[config.mk]
export PLATFORM = sky130hd
export DESIGN_NAME = fp_adder_arbiter
export DESIGN_NICKNAME = d
export VERILOG_FILES = /design/src/rtl/fp_adder_arbiter.sv
export SDC_FILE = /design/constraint.sdc
export NUM_CORES = 1
export LEC_CHECK = 0
export CAP_MARGIN = 20
export CELL_PAD_IN_SITES_DETAIL_PLACEMENT = 1
export CELL_PAD_IN_SITES_GLOBAL_PLACEMENT = 1
export CORE_UTILIZATION = 25
export DETAILED_ROUTE_END_ITERATION = 10
export PLACE_DENSITY_LB_ADDON = 0.25
export RECOVER_POWER = 50
export SYNTH_ARGS = -nofsm -noshare
export SYNTH_HDL_FRONTEND = slang
export SYNTH_SLANG_ARGS = --single-unit
[constraint.sdc]
create_clock -name clk -period 4.24 [get_ports clk]
set_input_delay 0.636 -clock clk [delete_from_list [all_inputs] [get_ports clk]]
set_output_delay 0.636 -clock clk [all_outputs]
set_load 0.005 [all_outputs]
[src/rtl/fp_adder_arbiter.sv]
// fp_adder_arbiter
//   Shares one pipelined floating-point adder between four requesters.
//   A round-robin arbiter picks at most one request per cycle and registers
//   its operands into add_a/add_b. A tag pipeline of depth ADD_LAT remembers
//   which requester owns each op. When a tag leaves the pipeline, the adder
//   output is captured into resp_* and the owner gets a one-cycle resp_valid
//   pulse, ADD_LAT+1 cycles after its handshake.
//   A drain sequence (RUN -> DRAIN -> HALT) stops new grants, lets in-flight
//   ops finish, then reports drain_done until drain_req is released.
//
//   Optional build macro FP_ARB_NAN_CANON_EN: when defined, any result the
//   adder marks as NaN or error is replaced by the canonical quiet NaN
//   32'h7FC00000. Flags are always passed through untouched.
//
//   Handshake semantics: a request on lane i is accepted in the cycle where
//   req_valid[i] and req_ready[i] are both 1. req_ready is a combinational
//   one-hot grant, is only ever set on a lane that is currently valid, and is
//   zero whenever rst is low or the controller is not in RUN. A requester
//   must hold req_a/req_b for its lane stable while req_valid is high.
//   Responses carry no backpressure: resp_valid is a single-cycle pulse.
//
//   ADD_LAT must be at least 1.

module fp_adder_arbiter #(
  parameter int ADD_LAT = 2
) (
  input  logic         clk,
  input  logic         rst,
  input  logic [3:0]   req_valid,
  input  logic [127:0] req_a,
  input  logic [127:0] req_b,
  output logic [3:0]   req_ready,
  output logic [31:0]  add_a,
  output logic [31:0]  add_b,
  input  logic [31:0]  add_result,
  input  logic         add_nan,
  input  logic         add_inf,
  input  logic         add_neg_inf,
  input  logic         add_err,
  output logic [3:0]   resp_valid,
  output logic [31:0]  resp_result,
  output logic         resp_nan,
  output logic         resp_inf,
  output logic         resp_neg_inf,
  output logic         resp_err,
  input  logic         drain_req,
  output logic         drain_done,
  output logic         busy,
  output logic [1:0]   dbg_state
);

  typedef enum logic [1:0] {
    RUN   = 2'd0,
    DRAIN = 2'd1,
    HALT  = 2'd2
  } state_t;

  state_t      state;
  state_t      state_next;

  // Round-robin pointer: the lane searched first in the next grant.
  logic [1:0]  rr_ptr;

  // Grant decode
  logic        gnt_any;
  logic [1:0]  gnt_idx;
  logic [1:0]  cand;
  logic        hs;
  logic [31:0] gnt_a;
  logic [31:0] gnt_b;

  // Tag pipeline: valid bit and owner id per adder stage
  logic [ADD_LAT-1:0] tag_v;
  logic [1:0]         tag_id [ADD_LAT];
  logic               exit_v;
  logic [1:0]         exit_id;

  // Response data selected for capture
  logic [31:0] res_sel;

  // ------------------------------------------------------------------
  // Controller
  // ------------------------------------------------------------------

  // State register; reset returns to RUN.
  always_ff @(posedge clk) begin
    if (!rst) begin
      state <= RUN;
    end else begin
      state <= state_next;
    end
  end

  // Next-state logic: drain stops grants, waits for empty pipeline, then
  // holds in HALT until the drain request is withdrawn.
  always_comb begin
    state_next = state;
    case (state)
      RUN: begin
        if (drain_req) begin
          state_next = DRAIN;
        end
      end
      DRAIN: begin
        if (!busy) begin
          state_next = HALT;
        end
      end
      HALT: begin
        if (!drain_req) begin
          state_next = RUN;
        end
      end
      default: begin
        state_next = RUN;
      end
    endcase
  end

  assign drain_done = (state == HALT);
  assign dbg_state  = state;

  // ------------------------------------------------------------------
  // Arbiter
  // ------------------------------------------------------------------

  // Search lanes starting at rr_ptr and wrapping; a same-cycle drain request
  // suppresses the grant so nothing new enters once draining starts.
  always_comb begin
    gnt_any = 1'b0;
    gnt_idx = 2'd0;
    cand    = 2'd0;
    if (rst && (state == RUN) && !drain_req) begin
      for (int k = 0; k < 4; k++) begin
        cand = rr_ptr + 2'(k);
        if (!gnt_any && req_valid[cand]) begin
          gnt_any = 1'b1;
          gnt_idx = cand;
        end
      end
    end
  end

  assign req_ready = gnt_any ? (4'b0001 << gnt_idx) : 4'b0000;
  assign hs        = |(req_valid & req_ready);
  assign gnt_a     = req_a[{gnt_idx, 5'd0} +: 32];
  assign gnt_b     = req_b[{gnt_idx, 5'd0} +: 32];

  // Pointer advances past the winner only when a request is accepted.
  always_ff @(posedge clk) begin
    if (!rst) begin
      rr_ptr <= 2'd0;
    end else if (hs) begin
      rr_ptr <= gnt_idx + 2'd1;
    end
  end

  // Operand registers feeding the adder; held when nothing is accepted.
  always_ff @(posedge clk) begin
    if (!rst) begin
      add_a <= 32'd0;
      add_b <= 32'd0;
    end else if (hs) begin
      add_a <= gnt_a;
      add_b <= gnt_b;
    end
  end

  // ------------------------------------------------------------------
  // Tag pipeline
  // ------------------------------------------------------------------

  // Shift owner tags in lockstep with the adder so each result can be
  // routed back without the adder knowing about requesters.
  always_ff @(posedge clk) begin
    if (!rst) begin
      tag_v <= '0;
      for (int i = 0; i < ADD_LAT; i++) begin
        tag_id[i] <= 2'd0;
      end
    end else begin
      tag_v[0]  <= hs;
      tag_id[0] <= gnt_idx;
      for (int i = 1; i < ADD_LAT; i++) begin
        tag_v[i]  <= tag_v[i-1];
        tag_id[i] <= tag_id[i-1];
      end
    end
  end

  assign exit_v  = tag_v[ADD_LAT-1];
  assign exit_id = tag_id[ADD_LAT-1];
  assign busy    = |tag_v;

  // ------------------------------------------------------------------
  // Response capture
  // ------------------------------------------------------------------

  // Result word to capture, optionally canonicalising NaN/error outcomes.
  always_comb begin
    res_sel = add_result;
`ifdef FP_ARB_NAN_CANON_EN
    if (add_err || add_nan) begin
      res_sel = 32'h7FC0_0000;
    end
`endif
  end

  // One-cycle pulse to the owner of the exiting tag.
  always_ff @(posedge clk) begin
    if (!rst) begin
      resp_valid <= 4'b0000;
    end else if (exit_v) begin
      resp_valid <= 4'b0001 << exit_id;
    end else begin
      resp_valid <= 4'b0000;
    end
  end

  // Response data is captured only for an exiting tag and held otherwise.
  always_ff @(posedge clk) begin
    if (!rst) begin
      resp_result  <= 32'd0;
      resp_nan     <= 1'b0;
      resp_inf     <= 1'b0;
      resp_neg_inf <= 1'b0;
      resp_err     <= 1'b0;
    end else if (exit_v) begin
      resp_result  <= res_sel;
      resp_nan     <= add_nan;
      resp_inf     <= add_inf;
      resp_neg_inf <= add_neg_inf;
      resp_err     <= add_err;
    end
  end

endmodule

Word level (Yosys, flattened, before mapping)

Memory sizes are Yosys's and may differ from the RTL's.
Cells that the tools add are included.

Input port bits: 299
RAM bits: 4
Memories: 1
Bits in read-only memories: 0
Logic and storage cells: 76
Bits in latches: 0
Bits in registers: 110
Output and inout port bits: 112

Memories:

| name   | depth | bits a word | read ports | clocked after Yosys merged registers in | wr ports | line | source |
|---|---|---|---|---|---|---|---|
| tag_id | 2     | 2           | 2          | 0                                       | 2        | 74   | `logic [1:0] tag_id [ADD_LAT];` |

Bitwise logic cells: 3
Multiply operators: 0
Reductions and logical operators: 14
$lt $le $gt $ge: 4
Mux-type cells: 30
Equal/unequal tests: 5
Shift-type cells: 4
Divide/modulo/power cells: 0
Add/subtract/negate cells: 4

Operators by type and width:

| cell                  | number |
|---|---|
| $shiftx A128 B8 Y32   | 2 |
| $mux W2               | 10 |
| $mux W1               | 14 |
| $lt A2 B3 Y1 const B  | 4 |
| $bmux W1 S2           | 4 |
| $shl A1 B2 Y4 const A | 2 |
| $ne A2 B2 Y1 const B  | 3 |
| $pmux W2 S3           | 1 |
| $logic_and A1 B1 Y1   | 5 |
| $add A2 B1 Y2 const B | 2 |
| $add A2 B2 Y2 const B | 2 |
| $and A4 B4 Y4         | 1 |
| $logic_not A1 Y1      | 4 |
| $mux W4               | 1 |
| $reduce_or A4 Y1      | 1 |
| $reduce_and A3 Y1     | 1 |
| $eq A2 B1 Y1 const B  | 1 |
| $eq A2 B2 Y1 const B  | 1 |
| $logic_not A2 Y1      | 1 |
| $or A1 B1 Y1          | 2 |
| $reduce_and A2 Y1     | 1 |
| $reduce_or A2 Y1      | 1 |

Longest topological paths before layout

Word-level depth: 20
Depth in mapped cells: 17

Worst setup path before layout

Ideal clock, no wire load.

Kind: input -> register
Start: in req_valid[2]
End: reg add_a[0]
Stages: 16
Setup slack: 0.977 ns
Library setup time: 0.072 ns
Arrival time: 3.191 ns
Path through: nor2b_1 a21boi_1 o32ai_1 buf_2 buf_1 nor2_1 ha_1 a22oi_1 nand2_1 nand2_1 inv_2 nor2b_1 buf_2 clkbuf_1 nand2_1 a2bb2oi_1

Word-level cells in the longest chain between the ends: 20

Ends and longest elaborated chain:

| what                                                                        | line | source |
|---|---|---|
| start: declaration                                                          | 29   | `input logic [3:0] req_valid,` |
| $bmux W1 S2                                                                 | 136  | `if (!gnt_any && req_valid[cand]) begin` |
| $mux W1 (not written as such)                                               | 136  |  |
| $mux W1                                                                     | 136  |  |
| $mux W1                                                                     | 133  | `if (rst && (state == RUN) && !drain_req) begin` |
| $logic_not A1 Y1                                                            | 136  |  |
| $logic_and A1 B1 Y1                                                         | 136  |  |
| $mux W1                                                                     | 136  |  |
| $mux W1                                                                     | 133  |  |
| [2 not listed]                                                              | -    |  |
| $mux W1                                                                     | 136  |  |
| $mux W1                                                                     | 133  |  |
| $logic_not A1 Y1                                                            | 136  |  |
| $logic_and A1 B1 Y1                                                         | 136  |  |
| $mux W2 *                                                                   | 136  |  |
| $mux W2 *                                                                   | 133  |  |
| via gnt_idx[1]                                                              | 66   | `logic [1:0] gnt_idx;` |
| parallel branches: the longest is 4 deep, another holds $shiftx A128 B8 Y32 | -    |  |
| end signal: assignment                                                      | 164  | `add_a <= gnt_a;` |
| end: declaration                                                            | 33   | `output logic [31:0] add_a,` |

Mark *: on every way through the listed nets, which the timed path passes. The select of a mux whose other input is x is not followed.
A chain may end at the register's enable or synchronous reset.

Worst setup path in the final report

Start: in req_valid[3]
End: out req_ready[2]

Word-level cells in the longest chain between the ends: 18

Ends and longest elaborated chain:

| what                          | line | source |
|---|---|---|
| $bmux W1 S2                   | 136  |  |
| $mux W1 (not written as such) | 136  |  |
| $mux W1                       | 136  |  |
| $mux W1                       | 133  |  |
| $logic_not A1 Y1              | 136  |  |
| $logic_and A1 B1 Y1           | 136  |  |
| $mux W1                       | 136  |  |
| $mux W1                       | 133  |  |
| [3 not listed]                | -    |  |
| $mux W1                       | 133  |  |
| $logic_not A1 Y1              | 136  |  |
| $logic_and A1 B1 Y1           | 136  |  |
| $mux W2 *                     | 136  |  |
| $mux W2 *                     | 133  |  |
| via gnt_idx[0]                | 66   |  |
| $shl A1 B2 Y4 *               | 144  | `assign req_ready = gnt_any ? (4'b0001 << gnt_idx) : 4'b0000;` |
| $mux W4 *                     | 144  |  |
| end: declaration              | 32   | `output logic [3:0] req_ready,` |

Mark *: on every way through the listed nets, which the timed path passes. The rest lies on a longest branch. The select of a mux whose other input is x is not followed.

==> summary.md <==
| Metric | Value |
|---|---|
| Pwr per Cell Area | `313.3 mW/mm^2` |
| Pleak | `4.285 nW` |
| Cts bufs inserted | `17` |
| Fillers | `2795` |
| Via/cell ratio | `4.866` |
| Routed vias | `6880` |
| CTS Hold Bufs | `0` |
| Violation count after the first detailed-routing iteration | `223` |
| Remaining Overflow, GRT | `0` |
| Vias in the first global route | `7312` |
| Worst Hold Path Cells | `1` |
| R2R setup slack | `1.18 ns` |
| Main flop type after synthesis | `dfxtp_1` |
| CTS clk-pin slew, worst paths | `0.05 ns` |
| GP Congestion | `0.8191` |
| First-pass GRT wire length | `42660 um` |
| Die ar. | `0.02540 sq mm` |
| Worst r2r path cells | `12` |
| Fin crit share | `88.40%` |
| Mapped Area | `0.006191 sq mm` |
| 1st-pass router iterations | `4` |
| Max_cap viols | `1` |
| Antenna violations before repair | `7` |
| Max-slew headroom | `-11.17%` |
| Most numerous cell in the Yosys netlist | `dfxtp_1` |
| Post-route ant nets | `0` |
| DP Cell Count | `1375` |
| Die height | `159.4 um` |
| CP required | `3.60 ns` |
| Status | `finished with violations` |
| Failing checks | `capacitance limit, slew limit` |
| Number of port buffers | `410` |
| Clock Path Buffers | `2` |
| Post-synth EDFFs | `0` |
| Mean Syn Cell Area | `8.857 sq um` |
| DRC violations left | `0` |
| Synth top area share | `36.86%` |
| Mapped Cells | `699` |
| Crit start category | `primary input` |
| Max Fclk | `0.2668 GHz` |
| Syn Nets | `1002` |
| Ys Warns | `0` |
| Final Max Tran Viols | `47` |
| Post-Layout Cell Count | `1414` |
| Tmin final | `3.748 ns` |
| Synth cell count leaders | `dfxtp_1 (114), nand2_1 (70), or2_2 (65)` |
| RSZ-0062 raised after global routing | `no` |
| Worst slew pin tran | `1.668 ns` |
| CP most frequent cell | `clkdlybuf4s50_1` |
| Worst hold path class | `register to register` |
| Sequential share of the synthesized area | `36.86%` |
| Critical path cell sequence | `clkdlybuf4s50_1, nor2_1, or4b_4, a21oi_2, inv_2, ha_1, and2_1, clkdlybuf4s50_1` |
| Critical path arrival | `3.11 ns` |
| Area growth, synth to finish | `81.65%` |
| Yosys reg bits | `114` |
| Largest fanout on the critical path | `6` |
| Core area | `0.02432 sq mm` |
| Asr flop ratio synth | `0%` |
| Largest net degree at the start of global routing | `130` |
| # Post-CTS Setup Buffers | `0` |
| Crit-path slowest cell | `clkdlybuf4s50_1` |
| Clk_lat worst skew | `0.42 ns` |
| DIE WIDTH | `159.4 um` |
| Slowest stage delay, CP | `0.62 ns` |
| R2r startpoint | `rr_ptr[0]$_SDFFE_PN0P_` |
| Final setup violation count | `0` |
| Top Ports | `411` |
| Fin. Hold Viols | `0` |
| Layout cells sized above 1 | `10.99%` |
| Cell taking the most area after synthesis | `dfxtp_1` |
| Worst Hold Slack | `0.4333 ns` |
| Worst vdd ir | `0.2261 mV` |
| Clock sinks | `114` |
| Setup TNS | `0 ns` |
| Worst R2R End | `add_b[28]$_SDFFE_PN0P_` |
| CTS HTree Levels | `4` |
| Fin util | `46.24%` |
| Ranking of synthesized cells by area | `dfxtp_1 (37%), a2bb2oi_1 (9.1%), o311ai_1 (9.1%), a21boi_0 (7.3%), or2_2 (6.6%)` |
| Crit path kind | `primary input to output pin` |
| Num rows | `57` |
| Hold Path End | `tag_id[0][2]$_SDFF_PN0_` |
| Post-cts gate resize count | `0` |
| Routed wire length | `27660 um` |
| Worst hold path startpoint | `tag_id[0][0]$_SDFF_PN0_` |
| Nets@finish | `1373` |
| Clock Skew | `0.01376 ns` |
| Synth cell types | `35` |
| Clock Tree Root | `clkbuf_16` |
| Starting density of the core | `25.46%` |
| CTS tree | `yes` |
| GRT Total Usage | `21.79%` |
| WL per Instance | `19.56 um` |
| Setup crit end kind | `output pin` |
| DP HPWL | `20250 um` |
## cell usage in the layout (no fill, tap or decap), types with 3 or more instances in the layout
| master | netlist | layout |
|---|---|---|
| clkdlybuf4s50_1 | 0 | 341 |
| dfxtp_1 | 114 | 113 |
| nand2_1 | 70 | 70 |
| dlygate4sd3_1 | 0 | 69 |
| or2_2 | 65 | 65 |
| and3_1 | 64 | 64 |
| o311ai_1 | 64 | 64 |
| a2bb2oi_1 | 64 | 64 |
| a21boi_0 | 60 | 60 |
| nor2b_1 | 42 | 41 |
| mux2i_1 | 36 | 36 |
| clkbuf_16 | 0 | 17 |
| diode_2 | 0 | 7 |
| nor2_1 | 7 | 7 |
| buf_4 | 1 | 7 |
| a21boi_1 | 6 | 6 |
| and2_1 | 7 | 5 |
| inv_6 | 0 | 5 |
| ha_1 | 4 | 4 |
| bufinv_16 | 0 | 4 |
| buf_12 | 0 | 4 |
| inv_1 | 3 | 3 |
| a22oi_1 | 3 | 3 |
| clkinv_4 | 0 | 3 |
## how the worst max path moves through the flow
stage / slack, ns / end / startpoint / cells past startpoint
global route: 0.43 / req_ready[2] / req_valid[3] / 8
finish: 0.49 / req_ready[2] / req_valid[3] / 8
detailed placement: 0.30 / add_a[11]$_SDFFE_PN0P_ / req_valid[3] / 13
CTS: 0.50 / req_ready[2] / req_valid[3] / 8
floorplan: 0.98 / add_a[0]$_SDFFE_PN0P_ / req_valid[2] / 16
global placement: 0.36 / add_b[31]$_SDFFE_PN0P_ / req_valid[3] / 13
## per-stage QoR
stage               worst slack [ns]  area [sq um]  power (mW)
floorplan                     0.9771          6191       1.473
global placement              0.3604         10590       1.965
detailed placement            0.2987         10590       1.977
CTS                           0.5030         11230       3.601
global route                  0.4279         11240       3.687
finish                        0.4920         11250       3.523
## area by class of cell
type	instances	area (sq um)	share of cell area (%)
repair buffers	422	4240	37.71
multi-input cells	510	3635	32.32
flip-flops and latches	114	2283	20.30
clock buffers	17	425.4	3.783
well taps	324	405.4	3.605
clock inverters	15	220.2	1.958
inverters	5	18.77	0.1669
diodes	7	17.52	0.1558
## where the power goes
| part | internal, mW | switching, mW |
|---|---|---|
| Clock | 1.00 | 0.588 |
| Sequential | 1.14 | 0.0342 |
| Combinational | 0.485 | 0.273 |
## cells by family (layout without fill, tap and decap cells)
group | count (synthesis) | after routing | share of synthesized area, %
DFF | 114 | 114 | 36.86
and+or+nand+nor | 266 | 266 | 24.25
adders and majority gates | 4 | 4 | 0.8084
AOI/OAI and AO/OA | 204 | 204 | 27.28
buffers and inverters | 75 | 459 | 4.972
muxes | 36 | 36 | 5.821
other | 0 | 7 | 0
## metal layers
layer | part of all wire (%) | up-vias | global-route usage [%] | wire [um]
li1 | - | 3322 | - | -
met1 | 39 | 3241 | 23.92 | 10910
met2 | 50 | 279 | 38.56 | 13950
met3 | 8.0 | 38 | 7.658 | 2208
met4 | 2.2 | 0 | 7.998 | 601
met5 | 0 | - | 0 | 0
## sequential cells by signal, summed over array words and instances, names as in the netlist
register	flops
add_a	32
add_b	32
resp_result	32
resp_valid	4
tag_id	4
dbg_state	2
rr_ptr	2
tag_v	2
resp_err	1
resp_inf	1
resp_nan	1
resp_neg_inf	1
## worst max-delay path: cells and delay by family
| family | cells | cell delay (ns) |
|---|---|---|
| compound gates | 1 | 0.26 |
| fa+ha+maj | 1 | 0.22 |
| buf+inv | 3 | 1.15 |
| simple gates | 3 | 0.84 |
No activity file was read; power rests on OpenSTA's default activity.
